**src/rtl/stage_ctrl_pkg.sv**
```systemverilog
// Shared definitions for the stage-controller protocol: stage codes,
// command/acknowledge bit offsets, broadcast-ID helper and slave FSM states.
package stage_ctrl_pkg;

  localparam logic [2:0] STAGE_IDLE   = 3'd0;
  localparam logic [2:0] STAGE_LOAD   = 3'd1;
  localparam logic [2:0] STAGE_GROW   = 3'd2;
  localparam logic [2:0] STAGE_MERGE  = 3'd3;
  localparam logic [2:0] STAGE_RESULT = 3'd4;
  localparam logic [2:0] STAGE_ACK    = 3'd7;

  // Bit offsets counted down from the payload MSB (payload[W-OFS]).
  localparam int unsigned CMD_BIT_OFS      = 1;
  localparam int unsigned ACK_ODD_BIT_OFS  = 2;
  localparam int unsigned ACK_DLCK_BIT_OFS = 3;

  // Width of the stage-code field at the bottom of a command payload.
  localparam int unsigned STAGE_CODE_W = 3;

  typedef enum logic [2:0] {
    S_IDLE,
    S_FWD,
    S_APPLY,
    S_SETTLE,
    S_REPORT
  } slave_state_e;

  // All-ones destination of the given width (the broadcast address).
  function automatic logic [31:0] broadcast_id(input int unsigned width);
    if (width >= 32) begin
      broadcast_id = '1;
    end else begin
      broadcast_id = (32'd1 << width) - 32'd1;
    end
  endfunction

endpackage

```
**src/rtl/hub_dest_filter.sv**
```systemverilog
// Destination decode for words arriving from the hub: accept broadcast
// and words addressed to this leaf, everything else is to be dropped.
module hub_dest_filter
  import stage_ctrl_pkg::*;
#(
  parameter int              DEST_W = 7,
  parameter logic [DEST_W-1:0] MY_ID  = DEST_W'(1)
) (
  input  logic [DEST_W-1:0] dest_i,
  output logic              accept_o
);

  localparam logic [DEST_W-1:0] BCAST_ID = DEST_W'(broadcast_id(DEST_W));

  assign accept_o = (dest_i == BCAST_ID) || (dest_i == MY_ID);

endmodule

```
**src/rtl/stage_controller_slave.sv**
```systemverilog
// Leaf endpoint of the stage-controller protocol. Accepts one command at a
// time, drives the local stage, waits for local activity to settle and
// returns an acknowledge; forwards direct messages to the PU array.
// Optional settle watchdog: define STAGE_SLAVE_WATCHDOG_EN.
module stage_controller_slave
  import stage_ctrl_pkg::*;
#(
  parameter int HUB_FIFO_WIDTH    = 16,
  parameter int MASTER_FIFO_WIDTH = 9,
  parameter logic [HUB_FIFO_WIDTH-MASTER_FIFO_WIDTH-1:0] MY_ID =
    (HUB_FIFO_WIDTH-MASTER_FIFO_WIDTH)'(1),
  parameter int SETTLE_CYCLES     = 3,
  parameter int WATCHDOG_LIMIT    = 1023
) (
  input  logic                         clk,
  input  logic                         reset,
  input  logic [HUB_FIFO_WIDTH-1:0]    fifo_in_data,
  input  logic                         fifo_in_valid,
  output logic                         fifo_in_ready,
  output logic [HUB_FIFO_WIDTH-1:0]    fifo_out_data,
  output logic                         fifo_out_valid,
  input  logic                         fifo_out_ready,
  output logic [MASTER_FIFO_WIDTH-2:0] direct_out_data,
  output logic                         direct_out_valid,
  input  logic                         direct_out_ready,
  output logic [2:0]                   stage,
  input  logic                         local_has_message_flying,
  input  logic                         local_has_odd_clusters,
  output logic                         upstream_has_message_flying,
  output logic                         upstream_has_odd_clusters,
  output logic                         dropped_pulse,
  output logic                         deadlock
);

  localparam int DEST_W = HUB_FIFO_WIDTH - MASTER_FIFO_WIDTH;
  localparam int MW     = MASTER_FIFO_WIDTH;
  localparam int QW     = (SETTLE_CYCLES > 0) ? $clog2(SETTLE_CYCLES + 1) : 1;

  slave_state_e        state_q, state_d;
  logic [2:0]          stage_q, stage_d;
  logic [2:0]          code_q, code_d;
  logic [MW-2:0]       direct_q, direct_d;
  logic [QW-1:0]       quiet_q, quiet_d;
  logic                odd_q, odd_d;
  logic                drop_q, drop_d;
  logic                up_fly_q, up_odd_q;
  logic                in_ready, out_valid, dir_valid;
  logic                accept;
  logic                wd_hit;
  logic                deadlock_flag;
  logic [DEST_W-1:0]   in_dest;
  logic [MW-1:0]       in_payload;
  logic [MW-1:0]       ack_payload;

  assign in_dest    = fifo_in_data[HUB_FIFO_WIDTH-1:MW];
  assign in_payload = fifo_in_data[MW-1:0];

  hub_dest_filter #(
    .DEST_W (DEST_W),
    .MY_ID  (MY_ID)
  ) u_dest_filter (
    .dest_i   (in_dest),
    .accept_o (accept)
  );

`ifdef STAGE_SLAVE_WATCHDOG_EN
  localparam int WD_W = $clog2(WATCHDOG_LIMIT + 1);

  logic [WD_W-1:0] wd_q;
  logic            deadlock_q;

  assign wd_hit = (state_q == S_SETTLE) && (wd_q == WD_W'(WATCHDOG_LIMIT - 1));

  // Count cycles spent settling; cleared whenever the FSM is elsewhere.
  always_ff @(posedge clk) begin
    if (reset || (state_q != S_SETTLE)) begin
      wd_q <= '0;
    end else begin
      wd_q <= wd_q + WD_W'(1);
    end
  end

  // Deadlock flag is sticky until reset.
  always_ff @(posedge clk) begin
    if (reset) begin
      deadlock_q <= 1'b0;
    end else if (wd_hit) begin
      deadlock_q <= 1'b1;
    end
  end

  assign deadlock_flag = deadlock_q;
`else
  // Watchdog limit only matters when the watchdog is built in.
  logic unused_wd_limit;
  assign unused_wd_limit = ^WATCHDOG_LIMIT;
  assign wd_hit          = 1'b0;
  assign deadlock_flag   = 1'b0;
`endif

  // Next-state and handshake decode for the command/forward/ack sequence.
  always_comb begin
    state_d   = state_q;
    stage_d   = stage_q;
    code_d    = code_q;
    direct_d  = direct_q;
    quiet_d   = quiet_q;
    odd_d     = odd_q;
    drop_d    = 1'b0;
    in_ready  = 1'b0;
    out_valid = 1'b0;
    dir_valid = 1'b0;
    unique case (state_q)
      S_IDLE: begin
        in_ready = 1'b1;
        if (fifo_in_valid) begin
          if (!accept) begin
            drop_d = 1'b1;
          end else if (in_payload[MW-CMD_BIT_OFS]) begin
            code_d  = in_payload[STAGE_CODE_W-1:0];
            state_d = S_APPLY;
          end else begin
            direct_d = in_payload[MW-2:0];
            state_d  = S_FWD;
          end
        end
      end
      S_FWD: begin
        dir_valid = 1'b1;
        if (direct_out_ready) begin
          state_d = S_IDLE;
        end
      end
      S_APPLY: begin
        stage_d = code_q;
        quiet_d = '0;
        state_d = S_SETTLE;
      end
      S_SETTLE: begin
        quiet_d = local_has_message_flying ? '0 : (quiet_q + QW'(1));
        if ((quiet_d == QW'(SETTLE_CYCLES)) || wd_hit) begin
          odd_d   = local_has_odd_clusters;
          state_d = S_REPORT;
        end
      end
      S_REPORT: begin
        out_valid = 1'b1;
        if (fifo_out_ready) begin
          state_d = S_IDLE;
        end
      end
      default: begin
        state_d = S_IDLE;
      end
    endcase
  end

  // Control state, stage, settle counter and status registers.
  always_ff @(posedge clk) begin
    if (reset) begin
      state_q  <= S_IDLE;
      stage_q  <= STAGE_IDLE;
      quiet_q  <= '0;
      drop_q   <= 1'b0;
      up_fly_q <= 1'b0;
      up_odd_q <= 1'b0;
    end else begin
      state_q  <= state_d;
      stage_q  <= stage_d;
      quiet_q  <= quiet_d;
      drop_q   <= drop_d;
      up_fly_q <= local_has_message_flying || (state_q != S_IDLE);
      up_odd_q <= local_has_odd_clusters;
    end
  end

  // Latched command code, forwarded payload and odd flag (data only).
  always_ff @(posedge clk) begin
    code_q   <= code_d;
    direct_q <= direct_d;
    odd_q    <= odd_d;
  end

  // Acknowledge payload: command marker, odd flag, deadlock flag, ACK code.
  always_comb begin
    ack_payload                    = '0;
    ack_payload[MW-CMD_BIT_OFS]    = 1'b1;
    ack_payload[MW-ACK_ODD_BIT_OFS]  = odd_q;
    ack_payload[MW-ACK_DLCK_BIT_OFS] = deadlock_flag;
    ack_payload[STAGE_CODE_W-1:0]  = STAGE_ACK;
  end

  assign fifo_in_ready    = in_ready && !reset;
  assign fifo_out_valid   = out_valid && !reset;
  assign fifo_out_data    = (state_q == S_REPORT) ? {{DEST_W{1'b0}}, ack_payload}
                                                  : '0;
  assign direct_out_valid = dir_valid && !reset;
  assign direct_out_data  = direct_q;
  assign stage            = stage_q;
  assign upstream_has_message_flying = up_fly_q;
  assign upstream_has_odd_clusters   = up_odd_q;
  assign dropped_pulse    = drop_q;
  assign deadlock         = deadlock_flag;

endmodule

```
**config.mk**
```make
export PLATFORM = sky130hd
export DESIGN_NAME = stage_controller_slave
export DESIGN_NICKNAME = d
export VERILOG_FILES = /design/src/rtl/stage_ctrl_pkg.sv /design/src/rtl/hub_dest_filter.sv /design/src/rtl/stage_controller_slave.sv
export SDC_FILE = /design/constraint.sdc
export NUM_CORES = 1
export LEC_CHECK = 0
export CAP_MARGIN = 20
export CORE_UTILIZATION = 40
export CTS_BUF_LIST = sky130_fd_sc_hd__clkbuf_2 sky130_fd_sc_hd__clkbuf_4 sky130_fd_sc_hd__clkbuf_8
export DETAILED_ROUTE_END_ITERATION = 6
export PLACE_DENSITY = 0.83
export SETUP_SLACK_MARGIN = 0.15
export SLEW_MARGIN = 10
export SYNTH_ARGS = -nofsm -noshare
export SYNTH_HDL_FRONTEND = slang
export SYNTH_HIERARCHICAL = 1
export SYNTH_SLANG_ARGS = --single-unit
```
**constraint.sdc**
```tcl
create_clock -name clk -period 2.6 [get_ports clk]
set_input_delay 0.39 -clock clk [delete_from_list [all_inputs] [get_ports clk]]
set_output_delay 0.39 -clock clk [all_outputs]
set_load 0.1 [all_outputs]
```
### After elaboration in Yosys (flattened, before gate mapping)

Cells that the tools add are included.

| cells by class | value |
|---|---|
| add/sub/neg operators | 1 |
| eq/ne operators | 12 |
| mux-type cells | 14 |
| bitwise operators | 3 |
| reductions and logical operators | 14 |

Operator list:

| kind | count |
|---|---|
| 3-bit 2-to-1 mux | 5 |
| 3-bit case mux with 5 select lines | 1 |
| 2-bit inequality test, second input constant | 5 |
| 9-bit 2-to-1 mux | 1 |
| 4-bit AND reduction | 2 |
| 7-bit by 1-bit == test with 1-bit output, second input constant | 1 |
| 7-bit == test, second input constant | 1 |
| 3-bit by 2-bit == test with 1-bit output, second input constant | 2 |
| 5-bit AND reduction | 1 |
| 1-bit 2-to-1 mux | 4 |
| 2-bit 2-to-1 mux | 2 |
| 2-bit case mux with 2 select lines | 1 |
| 3-bit by 1-bit == test with 1-bit output, second input constant | 1 |
| 3-bit == test, second input constant | 1 |
| 1-bit logical AND | 3 |
| 3-bit logical NOT | 1 |
| 1-bit NOT | 3 |
| 3-bit nonzero test | 1 |
| 3-bit OR reduction | 1 |
| 2-bit by 1-bit adder with 2-bit output, second input constant | 1 |
| 2-bit == test, second input constant | 1 |
| 1-bit logical OR | 2 |
| 2-bit AND reduction | 1 |
| 2-bit nonzero test | 1 |
| 1-bit logical NOT | 1 |

| storage, ports and cells | value |
|---|---|
| flip-flop bits (word level) | 23 |
| input port bits | 23 |

### Longest topological paths before layout

| depth | value |
|---|---|
| depth after elaboration | 5 |
| depth in mapped cells | 6 |
| gate-level depth less buffers | 6 |

### Cells and area by module

Netlist, hierarchy kept.

Modules (own cells, without submodules):

| module | times used | cells an instance | area each (µm²) |
|---|---|---|---|
| stage_controller_slave | 1 | 87 | 1049.8 |
| hub_dest_filter | 1 | 6 | 35.0 |

### Worst setup path before layout

No wires, ideal clock.

| timing path | value |
|---|---|
| path type | register -> output |
| from | register state_q[0] |
| to | output port direct_out_valid |
| arrival time | 2.560 ns |
| data required time | 2.210 ns |
| path slack | -0.350 ns |
| stages on the path, launching flop included | 4 |
| cells stage by stage | dfxtp_1 -> buf_6 -> nand2b_1 -> nor3_1 |

| between the ends | value |
|---|---|
| word-level cells in the longest chain between the ends | 3 |

Ends and longest elaborated chain:

| what | RTL line | RTL |
|---|---|---|
| from (decl) | stage_controller_slave.sv:39 | `slave_state_e state_q, state_d;` |
| from (signal assigned) | stage_controller_slave.sv:168 | `state_q <= state_d;` |
| 3-bit by 1-bit == test with 1-bit output | stage_controller_slave.sv:113 | `unique case (state_q)` |
| 1-bit 2-to-1 mux | stage_controller_slave.sv:113 |  |
| 1-bit logical AND | stage_controller_slave.sv:197 | `assign direct_out_valid = dir_valid && !reset;` |
| to (decl) | stage_controller_slave.sv:24 | `output logic direct_out_valid,` |

No other way between the ends.

### Final worst setup path

| timing path | value |
|---|---|
| from | register state_q[2] |
| to | output port fifo_out_valid |

| between the ends | value |
|---|---|
| word-level cells in the longest chain between the ends | 3 |

Ends and longest elaborated chain:

| what | RTL line | RTL |
|---|---|---|
| 3-bit == test | stage_controller_slave.sv:113 |  |
| 1-bit 2-to-1 mux | stage_controller_slave.sv:113 |  |
| 1-bit logical AND | stage_controller_slave.sv:194 | `assign fifo_out_valid = out_valid && !reset;` |
| to (decl) | stage_controller_slave.sv:21 | `output logic fifo_out_valid,` |

No other way between the ends.

==> results.py <==
metrics = {
    "clocking": {
        "cts_hold_buf": 0,
        "root_buffer": "clkbuf_4",
        "clkTransAtPathRegs_ns": 0.12,
        "cts_resized": 0,
        "tritoncts": "done",
        "cts-buffers-inserted": 3,
        "clock_latency_ns": 0.31,
        "htreeDepth": 1,
        "clockBufferDepth": 2,
        "cts.sinks": 23,
        "postCtsSetupBuffers": 0,
    },
    "pwr": {
        "netSwitchingPower_uw": 230,
        "combPwrFrac_pct": 23.4,
        "vdd_drop_max_uv": 365,
        "sw_frac_of_total_pct": 32.1,
        "powerDensity_nw_per_um2": 457,
        "p_int_uw": 486,
        "p_clk_share_pct": 22.6,
        "power_frac_seq_pct": 54.0,
        "leakagePower_uw": 0.000604,
    },
    "run_status": {
        "status": "finished, final reports clean",
    },
    "hold_path": {
        "hold-path-cell-count": 2,
        "hp-start": "code_q[0]",
        "worstHoldPathType": "flop to flop",
    },
    "grt": {
        "grt_antenna_before_repair": 0,
        "grt_max_degree": 14,
        "grt_pass1_vias": 664,
        "grt_usage_pct": 15.4,
        "grt_pass1_wl_mm": 3.09,
        "grt-ovfl-total": 0,
    },
    "synth": {
        "syn-cell-area_sq_um": 1080,
        "avgSynthCellArea_sq_um": 11.7,
        "ys_warn_count": 6,
        "synth-seq-cells": 23,
        "seq_area_frac_synth_pct": 53.5,
        "syn_inst": 93,
        "synth_cell_type_count": 34,
    },
    "layout": {
        "finalNonFillerCells": 166,
        "area_growth_pct": 44.4,
        "layout-drive-gt1-share_pct": 28.7,
        "n_antenna_cell": 0,
        "postLayoutCoreUtil_pct": 62.1,
        "fin_nets": 160,
    },
    "die": {
        "rows": 18,
        "die-area_sq_um": 2920,
        "core_area_sq_um": 2520,
        "io_pins": 57,
        "die_x_um": 54.1,
        "die_h_um": 54.1,
        "start_util_pct": 43.0,
    },
    "critical_path": {
        "crit_path_start": "state_q[2]",
        "cp.arrival_ns": 1.70,
        "crit_path_end_kind": "output port",
        "start_kind": "flop",
        "rr_startpoint": "state_q[0]",
        "r2r-end": "direct_out_data[2]",
        "critPathMaxFanout": 10,
        "r2r_slack_ns": 1.01,
        "required_ns": 2.21,
        "worstSetupPathType": "flop to output port",
        "r2r_cells": 3,
        "crit_path_end": "fifo_out_valid",
    },
    "run": {
        "maxCapViolations": 0,
    },
    "detailed_routing": {
        "drc": 0,
        "via_per_inst": 4.84,
        "num_vias": 803,
        "wl_per_cell_um": 12.6,
        "drt_wl_total_mm": 2.09,
        "first_pass_iters": 4,
        "detail-route-antenna-nets": 0,
        "drt_first_iter_violations": 7,
    },
    "place": {
        "place_inst": 162,
        "routabilityCongestion": 0.671,
        "io_buffers": 44,
        "hpwlAfterDp_mm": 1.54,
        "pre_cts_ws_ns": 0.539,
    },
    "timing": {
        "worst_clock_skew_ns": 0.00296,
        "hold_viol": 0,
        "whs_ns": 0.505,
        "rsz0062_at_grt": "no",
        "layout_setup_ws_ns": 0.507,
        "final.setup.tns_ns": 0,
        "min_period_ns": 2.09,
        "fmax_ghz": 0.478,
        "setup_violations": 0,
        "slew_violations": 0,
        "finalCritPeriodShare_pct": 80.5,
    },
}
-- cells in the mapped netlist --
master	n	share of area (%)
mux2i_1	5	4.6
and4bb_2	1	1.2
nor4b_4	1	2.2
dfxtp_1	11	20
nand2_1	1	0.35
o21ai_0	1	0.46
nand2b_1	2	1.2
and3b_2	1	0.92
nor3b_2	1	1.2
buf_6	1	1.0
nor3b_1	2	1.4
o21ba_2	1	0.92
nand3b_1	2	1.4
or3_4	1	1.0
buf_4	17	12
a211o_1	1	0.81
nand3_1	4	1.8
a21oi_1	2	0.92
conb_1	1	0.35
or3b_1	1	0.81
buf_1	1	0.35
nor3_1	2	0.92
o21ai_2	1	0.81
nor2b_1	3	1.7
nor2_1	9	3.1
nor4_1	1	0.58
and2b_1	1	0.69
a32oi_1	1	0.81
and2_1	1	0.58
edfxtp_1	12	33
nand4_1	1	0.58
a2111o_1	1	1.0
inv_1	1	0.35
a211oi_1	1	0.69
-- power by group through the flow --
stage / logic [uW] / clock network [uW] / registers [uW]
2_1_floorplan: 109 / 0 / 416
6_report: 168 / 162 / 386
4_1_cts: 168 / 169 / 386
3_3_place_gp: 166 / 0 / 394
5_1_grt: 173 / 188 / 387
3_5_place_dp: 167 / 0 / 394
-- sequential cells by signal (all words and copies together) (netlist names) --
name,count
stage,3
dropped_pulse,1
upstream_has_odd_clusters,1
state_q,3
code_q,3
odd_q,1
upstream_has_message_flying,1
direct_out_data,8
quiet_q,2
-- worst min path at each step --
stage / end / slack, ns
2_1_floorplan: stage[0] / 0.46
3_3_place_gp: stage[2] / 0.47
3_5_place_dp: stage[0] / 0.49
4_1_cts: stage[0] / 0.51
5_1_grt: quiet_q[1] / 0.54
6_report: stage[0] / 0.50
-- area by class of cell --
class	instances	area [sq um]
Fill cell	212	956
Sequential cell	23	581
Timing Repair Buffer	47	508
Multi-Input combinational cell	61	409
Tap cell	30	37.5
Clock buffer	3	22.5
Clock inverter	1	5.00
Inverter	1	3.75
-- cell families after synthesis --
kind of cell / share of synthesized area (%)
buffers and inverters: 13.5
AND/OR/NAND/NOR: 21.6
other: 0.346
AO/OA/AOI/OAI: 6.46
flip-flops: 53.5
multiplexers: 4.61
-- cell usage in the layout (no fill, tap or decap), types with 2 or more instances in the layout --
cell             synthesis  layout
clkdlybuf4s50_1          0      22
buf_4                   17      17
conb_1                   1      12
edfxtp_1                12      12
dfxtp_1                 11      11
nor2_1                   9       8
buf_12                   0       8
mux2i_1                  5       5
nand3_1                  4       4
clkbuf_4                 0       3
nand2b_1                 2       2
nor3b_1                  2       2
a21oi_1                  2       2
nor2b_1                  3       2
nand3b_1                 2       2
-- critical path: stages, from the launching register on --
cell and delay [ns]:
dfxtp_1 0.55, nor3b_1 0.23, buf_4 0.22, nor2b_2 0.21, buf_12 0.19
-- stage by stage --
step                      total power (uW)  area [sq um]
after global routing                   748          1570
final                                  716          1570
after detailed placement               561          1540
after floorplan                        525          1140
after CTS                              723          1570
after global placement                 560          1540
-- layer usage --
layer  GRT usage (%)  vias to the layer above  share of wire, %
met3            5.65                        4               7.3
met4            3.85                        0              0.29
li1                -                      391                 -
met1            18.1                      361                39
met2            26.3                       47                54
met5               0                        -                 0
Power figures use the tool's default switching activity.
